==> src/rtl/timer_arbiter.sv <==
// ============================================================================
//  Module   : timer_arbiter
//  Brief    : Round-robin arbiter sharing one tick-counting timer among
//             N_REQ requesters; pulses a one-hot done when a grant expires.
//             Optional: TIMER_ARB_CANCEL_EN aborts a grant whose req drops.
//  Revision : 1.0 - initial release
// ============================================================================
`default_nettype none

module timer_arbiter #(
    parameter int N_REQ = 4,
    parameter int CNT_W = 17
) (
    input  logic                   clk,
    input  logic                   rst,
    input  logic                   tick,
    input  logic [N_REQ-1:0]       req,
    input  logic [N_REQ*CNT_W-1:0] delay,
    output logic [N_REQ-1:0]       gnt,
    output logic [N_REQ-1:0]       done,
    output logic                   busy,
    output logic [CNT_W-1:0]       cnt
);

    localparam int c_IDX_W = (N_REQ > 1) ? $clog2(N_REQ) : 1;

    localparam logic [1:0] c_IDLE = 2'd0;
    localparam logic [1:0] c_RUN  = 2'd1;
    localparam logic [1:0] c_FIN  = 2'd2;

    localparam logic [c_IDX_W:0]   c_N       = (c_IDX_W+1)'(N_REQ);
    localparam logic [c_IDX_W:0]   c_ONE     = (c_IDX_W+1)'(1);
    localparam logic [CNT_W-1:0]   c_CNT_ONE = CNT_W'(1);
    localparam logic [c_IDX_W-1:0] c_LAST_RST = c_IDX_W'(N_REQ - 1);

    logic [1:0]         r_state;
    logic [1:0]         w_state_nxt;
    logic [N_REQ-1:0]   r_gnt;
    logic [N_REQ-1:0]   r_done;
    logic               r_busy;
    logic [CNT_W-1:0]   r_cnt;
    logic [CNT_W-1:0]   r_tgt;
    logic [c_IDX_W-1:0] r_win;
    logic [c_IDX_W-1:0] r_last;

    logic [N_REQ-1:0]   w_gnt_nxt;
    logic [N_REQ-1:0]   w_done_nxt;
    logic               w_busy_nxt;
    logic [CNT_W-1:0]   w_cnt_nxt;
    logic [CNT_W-1:0]   w_tgt_nxt;
    logic [c_IDX_W-1:0] w_win_nxt;
    logic [c_IDX_W-1:0] w_last_nxt;

    logic [2*N_REQ-1:0] w_req2;
    logic [N_REQ-1:0]   w_rot;
    logic [c_IDX_W:0]   w_start;
    logic [c_IDX_W:0]   w_off;
    logic [c_IDX_W:0]   w_sum;
    logic [c_IDX_W:0]   w_wrap;
    logic               w_found;
    logic [c_IDX_W-1:0] w_win;
    logic [N_REQ-1:0]   w_win_oh;
    logic [CNT_W-1:0]   w_dly [N_REQ];
    logic [CNT_W-1:0]   w_tgt_load;
    logic               w_last_tick;
    logic               w_cancel;

    generate
        for (genvar g = 0; g < N_REQ; g++) begin : g_dly
            assign w_dly[g] = delay[g*CNT_W +: CNT_W];
        end
    endgenerate

    // Rotate the request vector so bit 0 is the requester after the last winner.
    assign w_start = {1'b0, r_last} + c_ONE;
    assign w_req2  = {req, req};
    assign w_rot   = N_REQ'(w_req2 >> w_start);

    always_comb begin : p_prio
        w_found = 1'b0;
        w_off   = '0;
        for (int j = N_REQ - 1; j >= 0; j--) begin
            if (w_rot[j]) begin
                w_found = 1'b1;
                w_off   = (c_IDX_W+1)'(j);
            end
        end
    end

    assign w_sum  = w_start + w_off;
    assign w_wrap = w_sum - c_N;
    assign w_win  = (w_sum >= c_N) ? w_wrap[c_IDX_W-1:0] : w_sum[c_IDX_W-1:0];

    always_comb begin : p_onehot
        w_win_oh        = '0;
        w_win_oh[w_win] = 1'b1;
    end

    // A zero delay behaves as one tick so the grant always completes.
    assign w_tgt_load  = (w_dly[w_win] == '0) ? c_CNT_ONE : w_dly[w_win];
    assign w_last_tick = (r_cnt >= (r_tgt - c_CNT_ONE));

`ifdef TIMER_ARB_CANCEL_EN
    assign w_cancel = ~req[r_win];
`else
    assign w_cancel = 1'b0;
`endif

    always_ff @(posedge clk or posedge rst) begin : p_state
        if (rst) begin
            r_state <= c_IDLE;
        end else begin
            r_state <= w_state_nxt;
        end
    end

    always_comb begin : p_next
        w_state_nxt = r_state;
        case (r_state)
            c_IDLE:  if (w_found) w_state_nxt = c_RUN;
            c_RUN: begin
                if (w_cancel)                 w_state_nxt = c_IDLE;
                else if (tick && w_last_tick) w_state_nxt = c_FIN;
            end
            c_FIN:   w_state_nxt = c_IDLE;
            default: w_state_nxt = c_IDLE;
        endcase
    end

    always_comb begin : p_out
        w_gnt_nxt  = r_gnt;
        w_done_nxt = '0;
        w_busy_nxt = r_busy;
        w_cnt_nxt  = r_cnt;
        w_tgt_nxt  = r_tgt;
        w_win_nxt  = r_win;
        w_last_nxt = r_last;
        case (r_state)
            c_IDLE: begin
                if (w_found) begin
                    w_gnt_nxt  = w_win_oh;
                    w_busy_nxt = 1'b1;
                    w_cnt_nxt  = '0;
                    w_tgt_nxt  = w_tgt_load;
                    w_win_nxt  = w_win;
                end
            end
            c_RUN: begin
                if (w_cancel) begin
                    w_gnt_nxt  = '0;
                    w_busy_nxt = 1'b0;
                    w_last_nxt = r_win;
                end else if (tick) begin
                    if (w_last_tick) begin
                        w_gnt_nxt  = '0;
                        w_busy_nxt = 1'b0;
                        w_done_nxt = r_gnt;
                    end else begin
                        w_cnt_nxt = r_cnt + c_CNT_ONE;
                    end
                end
            end
            c_FIN:   w_last_nxt = r_win;
            default: begin
                w_gnt_nxt  = '0;
                w_busy_nxt = 1'b0;
            end
        endcase
    end

    always_ff @(posedge clk or posedge rst) begin : p_regs
        if (rst) begin
            r_gnt  <= '0;
            r_done <= '0;
            r_busy <= 1'b0;
            r_cnt  <= '0;
            r_tgt  <= '0;
            r_win  <= '0;
            r_last <= c_LAST_RST;
        end else begin
            r_gnt  <= w_gnt_nxt;
            r_done <= w_done_nxt;
            r_busy <= w_busy_nxt;
            r_cnt  <= w_cnt_nxt;
            r_tgt  <= w_tgt_nxt;
            r_win  <= w_win_nxt;
            r_last <= w_last_nxt;
        end
    end

    assign gnt  = r_gnt;
    assign done = r_done;
    assign busy = r_busy;
    assign cnt  = r_cnt;

endmodule

`default_nettype wire
==> config.mk <==
export PLATFORM = sky130hd
export DESIGN_NAME = timer_arbiter
export DESIGN_NICKNAME = d
export VERILOG_FILES = /design/src/rtl/timer_arbiter.sv
export SDC_FILE = /design/constraint.sdc
export NUM_CORES = 1
export LEC_CHECK = 0
export CORE_MARGIN = 5
export CORE_UTILIZATION = 43
export CTS_CLUSTER_SIZE = 25
export DETAILED_ROUTE_END_ITERATION = 12
export PLACE_DENSITY_LB_ADDON = 0.05
export RECOVER_POWER = 100
export SLEW_MARGIN = 20
export SYNTH_ARGS = -nofsm -noshare
export SYNTH_HDL_FRONTEND = slang
export SYNTH_SLANG_ARGS = --single-unit
export TNS_END_PERCENT = 30
==> constraint.sdc <==
create_clock -name clk -period 4.1 [get_ports clk]
set_clock_uncertainty 0.2 [all_clocks]
set_input_delay 0.615 -clock clk [delete_from_list [all_inputs] [get_ports clk]]
set_output_delay 0.615 -clock clk [all_outputs]
set_load 0.05 [all_outputs]
==> summary.md, run 1 <==
| Metric | Value |
|---|---|
| Status | `complete, but fails checks` |
| Failing checks | `max-capacitance violations, max-slew violations` |
| Pre-antenna DRT Iters | `4` |
| CP Class | `reg2reg` |
| Crit-path max FO | `8` |
| Largest stage delay, worst path | `550 ps` |
| CTS tree | `done` |
| CTS Root Cell | `clkbuf_8` |
| Final Core Density | `0.6379` |
| Synth async-reset ratio | `1.000` |
| Fmax | `249.2 MHz` |
| Nets@finish | `552` |
| Critical path depth | `16` |
| # setup viols final | `0` |
| Startpoint types | `flip-flop` |
| Worst setup EP type | `flip-flop` |
| Syn Inst Count | `346` |
| Final worst-path cycle share | `0.9786` |
| Sequential fraction of the synthesis area | `0.3625` |
| Min Hold Slack | `287.9 ps` |
| Netlist Area Pre-Place | `3390 sq um` |
| Clock sink count | `49` |
| Area contributors post-synth | `dfrtp_1, ha_1, nand2_1` |
| WHS Path Cells | `1` |
| Hold crit path type | `reg2reg` |
| Mapped Avg Cell Area | `9.796 sq um` |
| Post-CTS Hold Fix Bufs | `0` |
| Total Wirelength | `8.751 mm` |
| Port bufs | `100` |
| Max Cap Viol | `1` |
| Minimum clock period | `4012 ps` |
| Core Area | `7687 sq um` |
| Post-synthesis cell type count | `51` |
| Total global routing overflow | `0` |
| # rows | `32` |
| Worst path slowest cell | `or4_4` |
| CTS Buffer Depth | `2` |
| Ports | `101` |
| Top Family by Delay on Critical Path | `simple AND/OR/NAND/NOR gates` |
| RSZ-0062 raised after global routing | `yes` |
| Buf+Inv Stages, Crit Path | `0` |
| Starting density of the core | `0.4409` |
| Share of cells above drive strength 1 | `0.1572` |
| Synth top area share | `0.3470` |
| CP Cell Sequence | `or4_4 > nor2_4 > nand2_2 > or4_4 > nor3_4 > xnor2_2 > ha_1 > nand4_1 > nor4_2 > a211o_1 > a21o_1 > a21oi_4 > a21boi_4 > nor4_4 > xnor2_1 > nor2_1` |
| Top_reg_cell synth | `dfrtp_1` |
| Clk_lat worst skew | `300 ps` |
| DR WL/cell | `15.63 um` |
| Initial DRC count | `71` |
| DRC Markers | `0` |
| Peak supply drop | `0.1692 mV` |
| Most frequent CP cell | `or4_4` |
| Clock slew at reported path FFs | `90 ps` |
| Worst-margin pin slew | `2069 ps` |
| P&R area growth vs syn | `44.67%` |
| Crit path arrival time | `4000 ps` |
| Count leader, synth | `nand2_1` |
| Pleak | `0.002087 uW` |
| Largest area contributor in the netlist | `dfrtp_1` |
| Die Height | `98.79 um` |
| Num CTS Buffers | `5` |
| Yosys warns | `0` |
| Vias in the first global route | `3,169` |
| Final Hold Viols | `0` |
| FILL cells | `649` |
| Largest net degree at the start of global routing | `50` |
| Worst EP required | `4080 ps` |
| H-Tree Level Count | `2` |
| Power per Cell Area | `442.0 nW/um^2` |
| Commonest cells in the netlist | `nand2_1, dfrtp_1, nor2_1` |
| Max-slew headroom | `-0.3870` |
| Finished Cell Area | `4903 sq um` |
| Seq cells post-synth | `49` |
| Power Total | `2167 uW` |
| Final ANT Viol Nets | `0` |
| Fin. max-slew vios | `50` |
| Via count | `3,043` |
| Placed insts | `551` |
| EDFF count, synth | `0` |
| Global-route wire length before repair | `14.52 mm` |
| R2R cell count | `16` |
| Dpl cell area | `4589 sq um` |
| N_diodes | `0` |
| Initial antenna violation count | `0` |
| Via density per instance | `5.434` |
| Mapped Nets | `441` |
| Routability Congestion | `0.8369` |
| Die area | `9758 sq um` |
| Die width | `98.79 um` |
| Gr usage total | `0.1797` |
| Detailed placer's ending HPWL | `6.971 mm` |
| Fin cells | `560` |
repair_timing:
| action | in CTS | in global routing |
|---|---|---|
| resized for setup | 11 | 24 |
| gates cloned | 0 | 1 |
| pin swaps | 1 | 16 |
| setup endpoints to repair | 22 | 23 |
| buffers inserted | 0 | 0 |
worst paths after layout:
check / startpoint / endpoint / slack [ps]
min in group asynchronous: rst / cnt[2] / 1100
setup / recovery: r_tgt[4] / cnt[16] / 90
hold reg to reg: r_win[0] / r_win[0] / 290
hold / removal: r_win[0] / r_win[0] / 290
setup reg to reg: r_tgt[4] / cnt[16] / 90
max in group asynchronous: rst / r_tgt[8] / 1670
cells in the final DEF, fill, tap and decap left out, types with 7 or more instances in the layout:
master	Yosys	routed
a21o_1	7	7
clkdlybuf4s50_1	0	84
and3_1	7	7
nor3_1	10	7
mux4_1	7	7
buf_4	2	17
xnor2_1	27	25
inv_1	8	7
nand2_1	65	64
mux4_2	10	10
nor2_1	32	31
nand4_1	8	8
dlygate4sd3_1	0	16
ha_1	20	20
dfrtp_1	47	47
area by class of cell:
| type | instances | area, sq um | area share |
|---|---|---|---|
| Clock buffer | 6 | 82.58 | 0.01684 |
| Clock inverter | 2 | 13.76 | 0.002807 |
| Inverter | 8 | 31.28 | 0.006379 |
| Multi-Input combinational cell | 275 | 2271 | 0.4631 |
| Sequential cell | 49 | 1229 | 0.2506 |
| Tap cell | 102 | 127.6 | 0.02603 |
| Timing Repair Buffer | 118 | 1149 | 0.2342 |
registers in the layout, indices dropped and copies added, names as in the netlist:
signal and cells:
cnt 17, r_tgt 17, done 4, gnt 4, r_last 2, r_state 2, r_win 2, busy 1
metrics by stage:
step | TNS (ps) | setup WS [ps]
after floorplan | 0 | 49.44
after global placement | -26.62 | -17.22
after detailed placement | -1977 | -159.6
after CTS | -163.6 | -53.70
after global routing | -805.4 | -116.7
final | 0 | 87.61
worst register-to-register path, cell delays in order (launching register included):
cell      delay, ps
dfrtp_1         380
or4_4           550
nor2_4          110
nand2_2          70
or4_4           460
nor3_4          160
xnor2_2          80
ha_1            310
nand4_1         120
nor4_2           60
a211o_1         260
a21o_1          210
a21oi_4         220
a21boi_4        180
nor4_4          320
xnor2_1         150
nor2_1           60
power breakdown:
part           internal [uW]  leakage, uW  switching [uW]
Sequential               610     0.000630             143
Combinational            522      0.00141             592
Clock                    137    0.0000512             162
Total                   1270      0.00209             898
cells by family after synthesis:
family                     Yosys count  share of synthesized area
and+or+nand+nor                    167                     0.2440
AOI/OAI and AO/OA                   37                    0.07678
muxes                               19                     0.1274
DFF                                 49                     0.3625
buffers and inverters               23                    0.03543
xor gates and xnor gates            31                    0.08010
adders and majority gates           20                    0.07383
per-layer routing:
| metal | part of all wire | global-route usage | up-vias |
|---|---|---|---|
| met3 | 0.072 | 0.04176 | 9 |
| li1 | - | - | 1470 |
| met5 | 0 | 0 | - |
| met4 | 0.011 | 0.03782 | 0 |
| met2 | 0.49 | 0.3202 | 108 |
| met1 | 0.43 | 0.2215 | 1456 |
(Power assumes the default switching activity.)
==> run 2, diff against run 1 <==
- CELL_PAD_IN_SITES_DETAIL_PLACEMENT: not set -> 1
- CELL_PAD_IN_SITES_GLOBAL_PLACEMENT: not set -> 1
- CORE_UTILIZATION: 43 -> 32
- CTS_CLUSTER_DIAMETER: not set -> 30
==> run 2 against run 1 <==
  * The run still ends with max-capacitance violations, max-slew violations left
  * Register-to-register slack hardly changed
  * Critical endpoint is now cnt[15]
  * Via count shrank 1.4%
  * Setup slack better by 3.0 ps
  * Highest routed layer unchanged
  * Utilization decreased by 15 points
  * Final cell count up 6.6%
  * Routed wire length rose by 11%
==> summary.md, run 2 (synthesis results as in run 1) <==
| Metric | Value |
|---|---|
| Status | `complete, but fails checks` |
| Failing checks | `max-capacitance violations, max-slew violations` |
| Multi-input logic area | `2262 sq um` |
| Commonest non-fill, non-tap cells in the layout | `clkdlybuf4s50_1, nand2_1, dfrtp_1` |
| Final worst-path cycle share | `0.9779` |
| Num CTS Buffers | `5` |
| N_diodes | `0` |
| Initial DRC count | `108` |
| Buf+Inv Stages, Crit Path | `0` |
| CTS tree | `done` |
| Initial antenna violation count | `0` |
| Final Hold Viols | `0` |
| # rows | `37` |
| Pleak | `0.002144 uW` |
| Core Area | `10,320 sq um` |
| Total global routing overflow | `0` |
| PnR worst setup slack | `90.66 ps` |
| Die Height | `112.9 um` |
| FILL cells | `1,147` |
| Fin. max-slew vios | `50` |
| CP Class | `reg2reg` |
| Total Wirelength | `9.753 mm` |
| Vias in the first global route | `3,363` |
| Final ANT Viol Nets | `0` |
| Storage cell area | `1229 sq um` |
| Fin cells | `597` |
| CTS Buffer Depth | `2` |
| Die area | `12,750 sq um` |
| Via count | `3,001` |
| Share of cells above drive strength 1 | `0.1649` |
| Detailed placer's ending HPWL | `7.892 mm` |
| Nets@finish | `555` |
| Largest net degree at the start of global routing | `50` |
| Worst-margin pin slew | `2135 ps` |
| Die width | `112.9 um` |
| Max-slew headroom | `-0.4311` |
| Ports | `101` |
| Worst EP required | `4090 ps` |
| Dpl cell area | `4639 sq um` |
| Global-route wire length before repair | `16.76 mm` |
| Commonest non-fill, non-tap cell in the layout | `clkdlybuf4s50_1` |
| Routability Congestion | `0.8819` |
| Top Family by Delay on Critical Path | `simple AND/OR/NAND/NOR gates` |
| H-Tree Level Count | `2` |
| Crit-path max FO | `8` |
| Via density per instance | `5.027` |
| # setup viols final | `0` |
| DR WL/cell | `16.34 um` |
| P&R area growth vs syn | `47.43%` |
| Peak supply drop | `0.2663 mV` |
| Largest stage delay, worst path | `550 ps` |
| Post-Place Worst Slack | `-182.3 ps` |
| Worst setup EP type | `flip-flop` |
| Clock slew at reported path FFs | `90 ps` |
| Port bufs | `100` |
| Worst path slowest cell | `or4_4` |
| CP Cell Sequence | `or4_4 > nor2_4 > nand2_2 > or4_4 > nor3_4 > xnor2_1 > ha_1 > nand4_1 > nor4_2 > a211o_1 > a21o_1 > a21oi_4 > a21boi_4 > nor4_2 > xnor2_1 > nor2_1` |
| Starting density of the core | `0.3283` |
| Minimum clock period | `4009 ps` |
| RSZ-0062 raised after global routing | `yes` |
| DRC Markers | `0` |
| Clk_lat worst skew | `310 ps` |
| Finished Cell Area | `4997 sq um` |
| Placed insts | `586` |
| Power per Cell Area | `459.1 nW/um^2` |
| Gr usage total | `0.1609` |
| Max Cap Viol | `1` |
| Fmax | `249.4 MHz` |
| CTS Root Cell | `clkbuf_8` |
| Hold crit path type | `reg2reg` |
| Clock sink count | `49` |
| Pre-antenna DRT Iters | `4` |
| Startpoint types | `flip-flop` |
| Crit path arrival time | `4000 ps` |
==> run 2: final cells by class <==
cell class / count / share of cell area
tap: 136 / 0.03405
inverter: 8 / 0.006259
timing repair buffer: 121 / 0.2344
clock inverter: 3 / 0.01302
sequential: 49 / 0.2459
multi-input combinational: 275 / 0.4527
clock buffer: 5 / 0.01377
==> run 2: what timing repair did <==
action | 4_1_cts | 5_1_grt
cloned | 1 | 0
setup endpoints to repair | 22 | 26
setup buffers | 0 | 2
pin swaps | 10 | 21
hold buffers | 0 | 0
gates resized for setup | 19 | 17
==> run 2: path summary, 6_finish.rpt <==
| check | from | end | slack (ps) | cells after the start |
|---|---|---|---|---|
| min | r_win[0] | r_win[0] | 290 | 1 |
| min in group asynchronous | rst | cnt[1] | 1130 | 2 |
| min reg2reg | r_win[0] | r_win[0] | 290 | 1 |
| max reg2reg | r_tgt[5] | cnt[15] | 90 | 16 |
| max in group asynchronous | rst | r_tgt[10] | 1610 | 2 |
| max | r_tgt[5] | cnt[15] | 90 | 16 |
==> run 2: power by group <==
part | total (uW) | switching (uW) | internal [uW]
registers | 755 | 145 | 610
clock network | 405 | 163 | 242
logic | 1130 | 611 | 523
==> run 2: worst reg2reg max path: stages, from the launching register on <==
cell and delay, ps:
dfrtp_1 380, or4_4 550, nor2_4 110, nand2_2 60
or4_4 460, nor3_4 180, xnor2_1 90, ha_1 310
nand4_1 110, nor4_2 50, a211o_1 270, a21o_1 200
a21oi_4 250, a21boi_4 160, nor4_2 300, xnor2_1 150
nor2_1 50
==> run 2: per-layer routing <==
layer,vias to the layer above,wire (um),share of wire,GRT usage
met5,-,0,0,0
met4,0,136,0.014,0.03686
met3,9,817,0.084,0.05187
met2,104,4617,0.47,0.2804
met1,1407,4181,0.43,0.1934
li1,1481,-,-,-
==> run 2: metrics by stage <==
step | total power [uW] | TNS, ps | utilization | hold slack [ps]
floorplan | 1445 | 0 | - | 245.8
global placement | 1835 | -295.6 | 0.4494 | 258.7
detailed placement | 1865 | -2326 | 0.4494 | 266.4
CTS | 2299 | -48.35 | 0.4744 | 289.1
global route | 2493 | -1636 | 0.4841 | 325.0
finish | 2294 | 0 | 0.4841 | 285.1
==> run 3, diff against run 2 <==
- CTS_CLUSTER_DIAMETER: 30 -> not set
==> results of run 3 <==
Final layout, timing and power as in run 2 (identical DEF).
